<file path="config.mk">
export PLATFORM = sky130hd
export DESIGN_NAME = cu_data_read_command_generator
export DESIGN_NICKNAME = d
export VERILOG_FILES = /design/src/rtl/cu_data_read_command_generator.sv
export SDC_FILE = /design/constraint.sdc
export NUM_CORES = 1
export LEC_CHECK = 0
export BUFFER_PORTS_ARGS = -buffer_cell sky130_fd_sc_hd__clkbuf_2
export CORE_UTILIZATION = 55
export CTS_CLUSTER_DIAMETER = 30
export CTS_CLUSTER_SIZE = 16
export DETAILED_ROUTE_END_ITERATION = 6
export PLACE_DENSITY_LB_ADDON = 0.12
export SLEW_MARGIN = 20
export SYNTH_ARGS = -nofsm -noshare
export SYNTH_HDL_FRONTEND = slang
export SYNTH_SLANG_ARGS = --single-unit
</file>
<file path="constraint.sdc">
create_clock -name clock -period 6.4 [get_ports clock]
set_clock_uncertainty 0.2 [all_clocks]
set_input_delay 1.92 -clock clock [delete_from_list [all_inputs] [get_ports clock]]
set_output_delay 1.92 -clock clock [all_outputs]
set_load 0.005 [all_outputs]
</file>
<file path="src/rtl/cu_data_read_command_generator.sv">
// -----------------------------------------------------------------------------
// cu_data_read_command_generator
//
// Compute-unit stage that feeds the AFU-Control read command buffer. It takes
// one read job at a time (byte base address + element count, 4-byte elements)
// and cuts it into cacheline-sized read commands tagged with the data-read CU
// ID. Outstanding commands are bounded by a local credit budget; every read
// response hands one credit back. Once the last response is home, done pulses
// for one cycle.
//
// Ports
//   clock, reset          : sole clock, synchronous active-high reset
//   enabled               : gates job acceptance and command issue
//   job_valid/job_ready   : job handshake
//   job_base_addr         : byte address of element 0 (must be element aligned)
//   job_num_elements      : element count (0 completes without commands)
//   cmd_valid/cmd_ready   : command handshake towards the command buffer
//   cmd_address           : cacheline-aligned byte address of the command
//   cmd_size, cmd_cu_id   : constant CACHELINE_SIZE and CU_ID
//   rsp_valid             : one read response returned (one credit back)
//   busy                  : a job is in progress
//   done                  : one-cycle completion pulse
//   error                 : sticky (misaligned base or credit overflow)
// -----------------------------------------------------------------------------
module cu_data_read_command_generator #(
   parameter logic [7:0] CU_ID          = 8'hFB,
   parameter int         CACHELINE_SIZE = 128,
   parameter int         ARRAY_SIZE     = 4,
   parameter int         CREDITS        = 32
) (
   input  logic        clock,
   input  logic        reset,
   input  logic        enabled,
   input  logic        job_valid,
   output logic        job_ready,
   input  logic [63:0] job_base_addr,
   input  logic [31:0] job_num_elements,
   output logic        cmd_valid,
   input  logic        cmd_ready,
   output logic [63:0] cmd_address,
   output logic [7:0]  cmd_size,
   output logic [7:0]  cmd_cu_id,
   input  logic        rsp_valid,
   output logic        busy,
   output logic        done,
   output logic        error
);

   localparam int LINE_SHIFT = $clog2(CACHELINE_SIZE);
   localparam int ELEM_SHIFT = $clog2(ARRAY_SIZE);
   localparam int CW         = $clog2(CREDITS + 1);

   localparam logic [CW-1:0] CREDITS_FULL = CW'(CREDITS);
   localparam logic [63:0]   LINE_MASK    = 64'(CACHELINE_SIZE - 1);
   localparam logic [63:0]   LINE_BYTES   = 64'(CACHELINE_SIZE);
   localparam logic [63:0]   ELEM_MASK    = 64'(ARRAY_SIZE - 1);

   localparam logic [2:0] S_IDLE  = 3'd0;
   localparam logic [2:0] S_CALC  = 3'd1;
   localparam logic [2:0] S_ISSUE = 3'd2;
   localparam logic [2:0] S_DRAIN = 3'd3;
   localparam logic [2:0] S_DONE  = 3'd4;

   logic [2:0]    state;
   logic [63:0]   base_q;
   logic [31:0]   count_q;
   logic [63:0]   addr_q;
   logic [63:0]   remaining;
   logic [CW-1:0] credits;
   logic          issue;
   logic          credit_overflow;
   logic [63:0]   job_bytes;
   logic [63:0]   last_byte;
   logic [63:0]   line_count;

   // Saturating credit update: a response and an issue in the same cycle cancel.
   function automatic logic [CW-1:0] credit_next(input logic [CW-1:0] cur,
                                                 input logic          inc,
                                                 input logic          dec);
      logic [CW-1:0] nxt;
      nxt = cur;
      if (inc && !dec) begin
         if (cur != CREDITS_FULL) nxt = cur + CW'(1);
      end else if (dec && !inc) begin
         nxt = cur - CW'(1);
      end
      return nxt;
   endfunction

   // Reset is folded into the handshakes so nothing is accepted or issued
   // in a cycle whose state is about to be discarded.
   assign job_ready   = (state == S_IDLE) && enabled && !reset;
   assign cmd_valid   = (state == S_ISSUE) && enabled && !reset &&
                        (credits != '0) && (remaining != '0);
   assign issue       = cmd_valid && cmd_ready;
   assign cmd_address = addr_q;
   assign cmd_size    = 8'(CACHELINE_SIZE);
   assign cmd_cu_id   = CU_ID;
   assign busy        = (state != S_IDLE);
   assign done        = (state == S_DONE);

   // Number of cachelines touched by [base, base + bytes); modulo 2^64.
   assign job_bytes  = {32'd0, count_q} << ELEM_SHIFT;
   assign last_byte  = base_q + job_bytes - 64'd1;
   assign line_count = (last_byte >> LINE_SHIFT) - (base_q >> LINE_SHIFT) + 64'd1;

   // A response with no credit outstanding is an overflow unless an issue
   // in the same cycle consumes the returned credit.
   assign credit_overflow = rsp_valid && !issue && (credits == CREDITS_FULL);

   always_ff @(posedge clock) begin
      if (reset) begin
         state     <= S_IDLE;
         credits   <= CREDITS_FULL;
         error     <= 1'b0;
         addr_q    <= '0;
         remaining <= '0;
      end else begin
         credits <= credit_next(credits, rsp_valid, issue);
         if (credit_overflow) error <= 1'b1;

         case (state)
            S_IDLE: begin
               if (job_valid && job_ready) begin
                  if ((job_base_addr & ELEM_MASK) != 64'd0) begin
                     error <= 1'b1;
                     state <= S_DONE;
                  end else begin
                     state <= S_CALC;
                  end
               end
            end
            S_CALC: begin
               addr_q <= base_q & ~LINE_MASK;
               if (count_q == 32'd0) begin
                  remaining <= '0;
                  state     <= S_DONE;
               end else begin
                  remaining <= line_count;
                  state     <= S_ISSUE;
               end
            end
            S_ISSUE: begin
               if (issue) begin
                  addr_q    <= addr_q + LINE_BYTES;
                  remaining <= remaining - 64'd1;
                  if (remaining == 64'd1) state <= S_DRAIN;
               end
            end
            S_DRAIN: begin
               if (credits == CREDITS_FULL) state <= S_DONE;
            end
            S_DONE: begin
               state <= S_IDLE;
            end
            default: begin
               state <= S_IDLE;
            end
         endcase
      end
   end

   // Job parameters are plain data: captured on accept, never reset.
   always_ff @(posedge clock) begin
      if (job_valid && job_ready) begin
         base_q  <= job_base_addr;
         count_q <= job_num_elements;
      end
   end

endmodule

</file>
## Word-level counts from Yosys, hierarchy flattened

Index checks and enable logic that the tools add are counted.

- Bits in registers: 234
- Bits of input ports: 102

- Add/subtract/negate cells: 8
- Eq/ne operators: 12
- Multiplexer cells: 19
- Reduce and logical (&&, ||, !) cells: 25

Operator list:

| kind | number |
|---|---|
| $pmux 64 s2 | 2 |
| $mux 64 | 3 |
| $reduce_bool 64->1 | 2 |
| $sub 64x1->64 const B | 2 |
| $add 64x34->64 | 1 |
| $add 64x8->64 const B | 1 |
| $eq 64x1->1 const B | 1 |
| $add 58x2->59 const B | 1 |
| $sub 57x57->58 | 1 |
| $logic_not 32->1 | 1 |
| $mux 3 | 6 |
| $mux 6 | 3 |
| $pmux 3 s4 | 1 |
| $logic_and 1x1->1 | 11 |
| $add 6x1->6 const B | 1 |
| $eq 3x2->1 const B | 2 |
| $eq 6x6->1 const B | 1 |
| $ne 2x1->1 const B | 3 |
| $ne 6x6->1 const B | 1 |
| $reduce_bool 6->1 | 1 |
| $sub 6x1->6 const B | 1 |
| $mux 1 | 4 |
| $ne 2x2->1 const B | 2 |
| $reduce_and 2->1 | 2 |
| 7 further kinds | 10 |

## Logic depth before layout (Yosys ltp)

- Depth after elaboration: 13
- Gate-level depth with buffers: 31
- Mapped depth without buffers: 29

## Worst setup path after synthesis

OpenSTA, ideal clock, no wires.

- Path type: register -> register
- Start: register count_q[3]
- End: register remaining[55]
- Library setup time: 0.120 ns
- Arrival time: 6.382 ns
- Data required time: 6.080 ns
- Slack: -0.301 ns
- Cell stages (with the launch flop): 30
- Buffers on the path: 2
- Clock period less this slack: 6.701 ns
- Cells stage by stage: edfxtp_1 inv_1 ha_1 inv_1 ha_1 a211oi_1 nor2_1 a41oi_1 a211oi_1 o21ai_0 nand2b_1 a41oi_1 nor3_1 or2_2 a31o_2 a21oi_1 xnor2_1 ha_1 clkbuf_1 nand4_1 nor4b_1 o21ai_0 and4_1 a311oi_1 nand4_1 nor2_2 and3_1 clkbuf_1 a21oi_1 a211o_1

- Word-level cells in the longest chain between the ends: 6
- Elaborated cells between the ends (all ways): 7

Ends and longest elaborated chain:

| what | RTL line | source |
|---|---|---|
| start: declaration | 66 | `logic [31:0] count_q;` |
| start signal: assignment | 167 | `count_q <= job_num_elements;` |
| $add 64x34->64 | 104 | `assign last_byte = base_q + job_bytes - 64'd1;` |
| $sub 64x1->64 | 104 |  |
| $sub 57x57->58 | 105 | `assign line_count = (last_byte >> LINE_SHIFT) - (base_q >> LINE_SHIFT) + 64'd1;` |
| $add 58x2->59 | 105 |  |
| $mux 64 (*) | 135 | `if (count_q == 32'd0) begin` |
| $pmux 64 s2 (*) | 122 | `case (state)` |
| end signal: assignment | 139 | `remaining <= line_count;` |
| end signal: assignment | 146 | `remaining <= remaining - 64'd1;` |
| end: declaration | 68 | `logic [63:0] remaining;` |

Mark *: on every way between the ends. The rest lies on a longest branch, timed or not.
A chain may end at the register's enable or synchronous reset.

## Worst setup path after layout

- Start: register count_q[11]
- End: register remaining[50]

Same word-level chain as after synthesis.

==> impl_metrics.yaml <==
clocking:
  cts_made_buffers: 53
  cts.sink_count: 227
  cts_max_path_buffers: 3
  cts_tree: "yes"
  cts_root_buf: "clkbuf_16"
  htreeDepth: 2
  ctsHoldBuffers: 0
  clkSlewWorstSetupHoldPaths_ps: 50
  clk_latency_ps: 590
grt:
  first_global_vias: 20400
  grt_overflow: 0
  antenna_found_initial: 0
  grt_pass1_wl_um: 105000
  grtUsageTotal_pct: 35.4
  grt_max_degree: 87
outcome:
  status: "finished, violations left"
  violations: "DRC, setup timing"
drt:
  antenna_left: 0
  wl_met2_um: 30100
  drt-met1-wl_um: 30300
  first_iter_violations: 2158
  drt_pass1_iterations: 7
  wire_per_inst_um: 18.8
  routed-via-count: 22300
  wl_met3_um: 6350
  maxUsedRoutingLayer: "met4"
  drc_errors: 6
  routed_wl_um: 68700
  vias_per_cell: 6.11
floorplanning:
  die-area_um2: 37000
  die_w_um: 192
  core_area_um2: 35700
  ios: 187
  initial_core_util_pct: 55.9
  core.rowCount: 69
  fp.dieH_um: 192
layout:
  num-nets-final: 3400
  syn2layout_area_growth_pct: 34.8
  final_cell_area_um2: 26900
  layout_common_cells: "402 x buf_4, 263 x nor2_1, 226 x nand2_1"
  utilization_pct: 75.4
  layout_commonest_cell: "buf_4"
  diodes: 0
  drive_gt1_share_pct: 27.5
sta:
  post-route-min-period_ps: 6460
  finalSetupViolations: 7
  rsz0062_at_grt: "yes"
  tns_ps: -113
  maxSlewHeadroom_pct: 28.9
  fmax_ghz: 0.155
  setup_slack_ps: -59.1
  tightestPinTransition_ps: 1070
  fin_crit_sh_pct: 101
  slew_violations: 0
  hold_viol_final: 0
pwr:
  power.density_nw_per_um2: 304
  vdd_drop_max_mv: 0.350
  p_leak_nw: 11.7
  power_mw: 8.18
setup_path:
  path_class: "reg2reg"
  cpMostUsedCell: "buf_6"
  cp_top_family: "simple AND/OR/NAND/NOR gates"
  arrival_ps: 6720
  cp-end-kind: "flop"
  worstSetupStartpointType: "flop"
  slowest_stage: "edfxtp_1"
  required_ps: 6670
  path_buf_inv: 8
  critical-path-max-stage-delay_ps: 400
  worstPathMaxFanout: 4
placed_design:
  place_area_um2: 23600
  finalWeightedCongestion: 0.973
  dp_hpwl_um: 50700
  place_ws_ps: -510
  io_buffers: 163
synth:
  synth_edf_count: 96
  synth_warnings: 0
  synth.avg_cell_area_um2: 7.59
  synth.distinct_cells: 93
  seq_area_frac_synth_pct: 27.6
  synth_cells: 2628
  yosys_most_used_dff: "dfxtp_1"
  synth_seq_cells: 227
  netlist_area_um2: 19900
  synthArstFlopShare_pct: 0
hold_path:
  hold_path.class: "reg2reg"
run:
  drv_cap: 0
[cells by family after synthesis]
kind of cell               Yosys count  share of synthesized area, %
xor gates and xnor gates           137                          6.02
other                                2                        0.0377
buffers and inverters              339                          6.95
DFF                                227                          27.6
AOI/OAI and AO/OA                  794                          25.2
muxes                                6                         0.307
adders and majority gates          161                          10.2
and+or+nand+nor                    962                          23.7
[worst register-to-register path, delay by kind of cell (launching register included)]
family,cells,cell delay [ps]
buffers and inverters,8,930
AND/OR/NAND/NOR,13,2050
flip-flops,1,400
AO/OA/AOI/OAI,7,1360
adder cells (fa/ha/maj),3,970
XOR/XNOR,1,140
multiplexers,1,280
[sequential cells by signal, indices dropped and copies added, names as in the netlist]
register / count
remaining: 64
state: 3
cmd_address: 57
credits: 6
base_q: 64
error: 1
count_q: 32
[metal layers]
layer | track usage, % | up-vias
met4 | 11.7 | 0
li1 | - | 10600
met3 | 6.91 | 168
met5 | 0 | -
met1 | 49.8 | 10500
met2 | 54.1 | 1021
[cells in the mapped netlist (13+ instances only)]
library cell	n	area, um^2
and2_1	22	138
o21ai_1	18	90.1
clkbuf_1	107	402
nand3_1	76	380
o22ai_1	34	213
nor3_1	95	475
edfxtp_1	96	2880
o31ai_1	14	105
and4_1	13	114
nand2b_1	19	119
inv_1	196	736
xor2_1	56	490
xnor2_1	81	709
a22oi_1	33	248
nor4_1	37	231
nor2b_1	21	131
o21ai_0	177	886
a31oi_1	16	100
nand2_1	235	882
o21a_1	18	135
nor2_1	272	1020
buf_4	23	173
or3_1	24	150
and3_1	25	156
a21oi_1	231	1160
ha_1	159	1990
dfxtp_1	131	2620
a211oi_1	47	353
a21o_1	60	450
nand4_1	69	432
o21bai_1	20	150
[per-stage QoR]
stage,cells,hold slack (ps)
floorplan,2649,244
global placement,3508,253
detailed placement,3508,267
CTS,3620,273
global route,3643,317
finish,3643,275
[path summary, 6_finish.rpt]
path | startpoint | slack (ps) | cells after the start | to
hold / removal | remaining[5] | 270 | 2 | remaining[5]
setup reg to reg | count_q[11] | -60 | 33 | remaining[50]
hold reg to reg | remaining[5] | 270 | 2 | remaining[5]
setup / recovery | count_q[11] | -60 | 33 | remaining[50]
[power by group]
group	switching, mW	internal [mW]	leakage, nW
combinational	2.00	1.60	8.82
clock	0.887	2.01	0.939
sequential	0.0836	1.60	1.94
total	2.97	5.21	11.7
[layout make-up]
cell class	instances	area (um^2)
Sequential cell	227	5510
Timing Repair Buffer	576	3960
Tap cell	461	577
Multi-Input combinational cell	2083	14200
Clock inverter	31	422
Clock buffer	69	1510
Inverter	196	736
Fill cell	2773	8780
[repair_timing]
| action | in CTS | in global routing |
|---|---|---|
| endpoints found under the setup margin | 37 | 44 |
| cloned | 1 | 0 |
| resized for setup | 77 | 166 |
| setup buffers | 11 | 23 |
| pin swaps | 41 | 87 |
(Power assumes the default switching activity.)
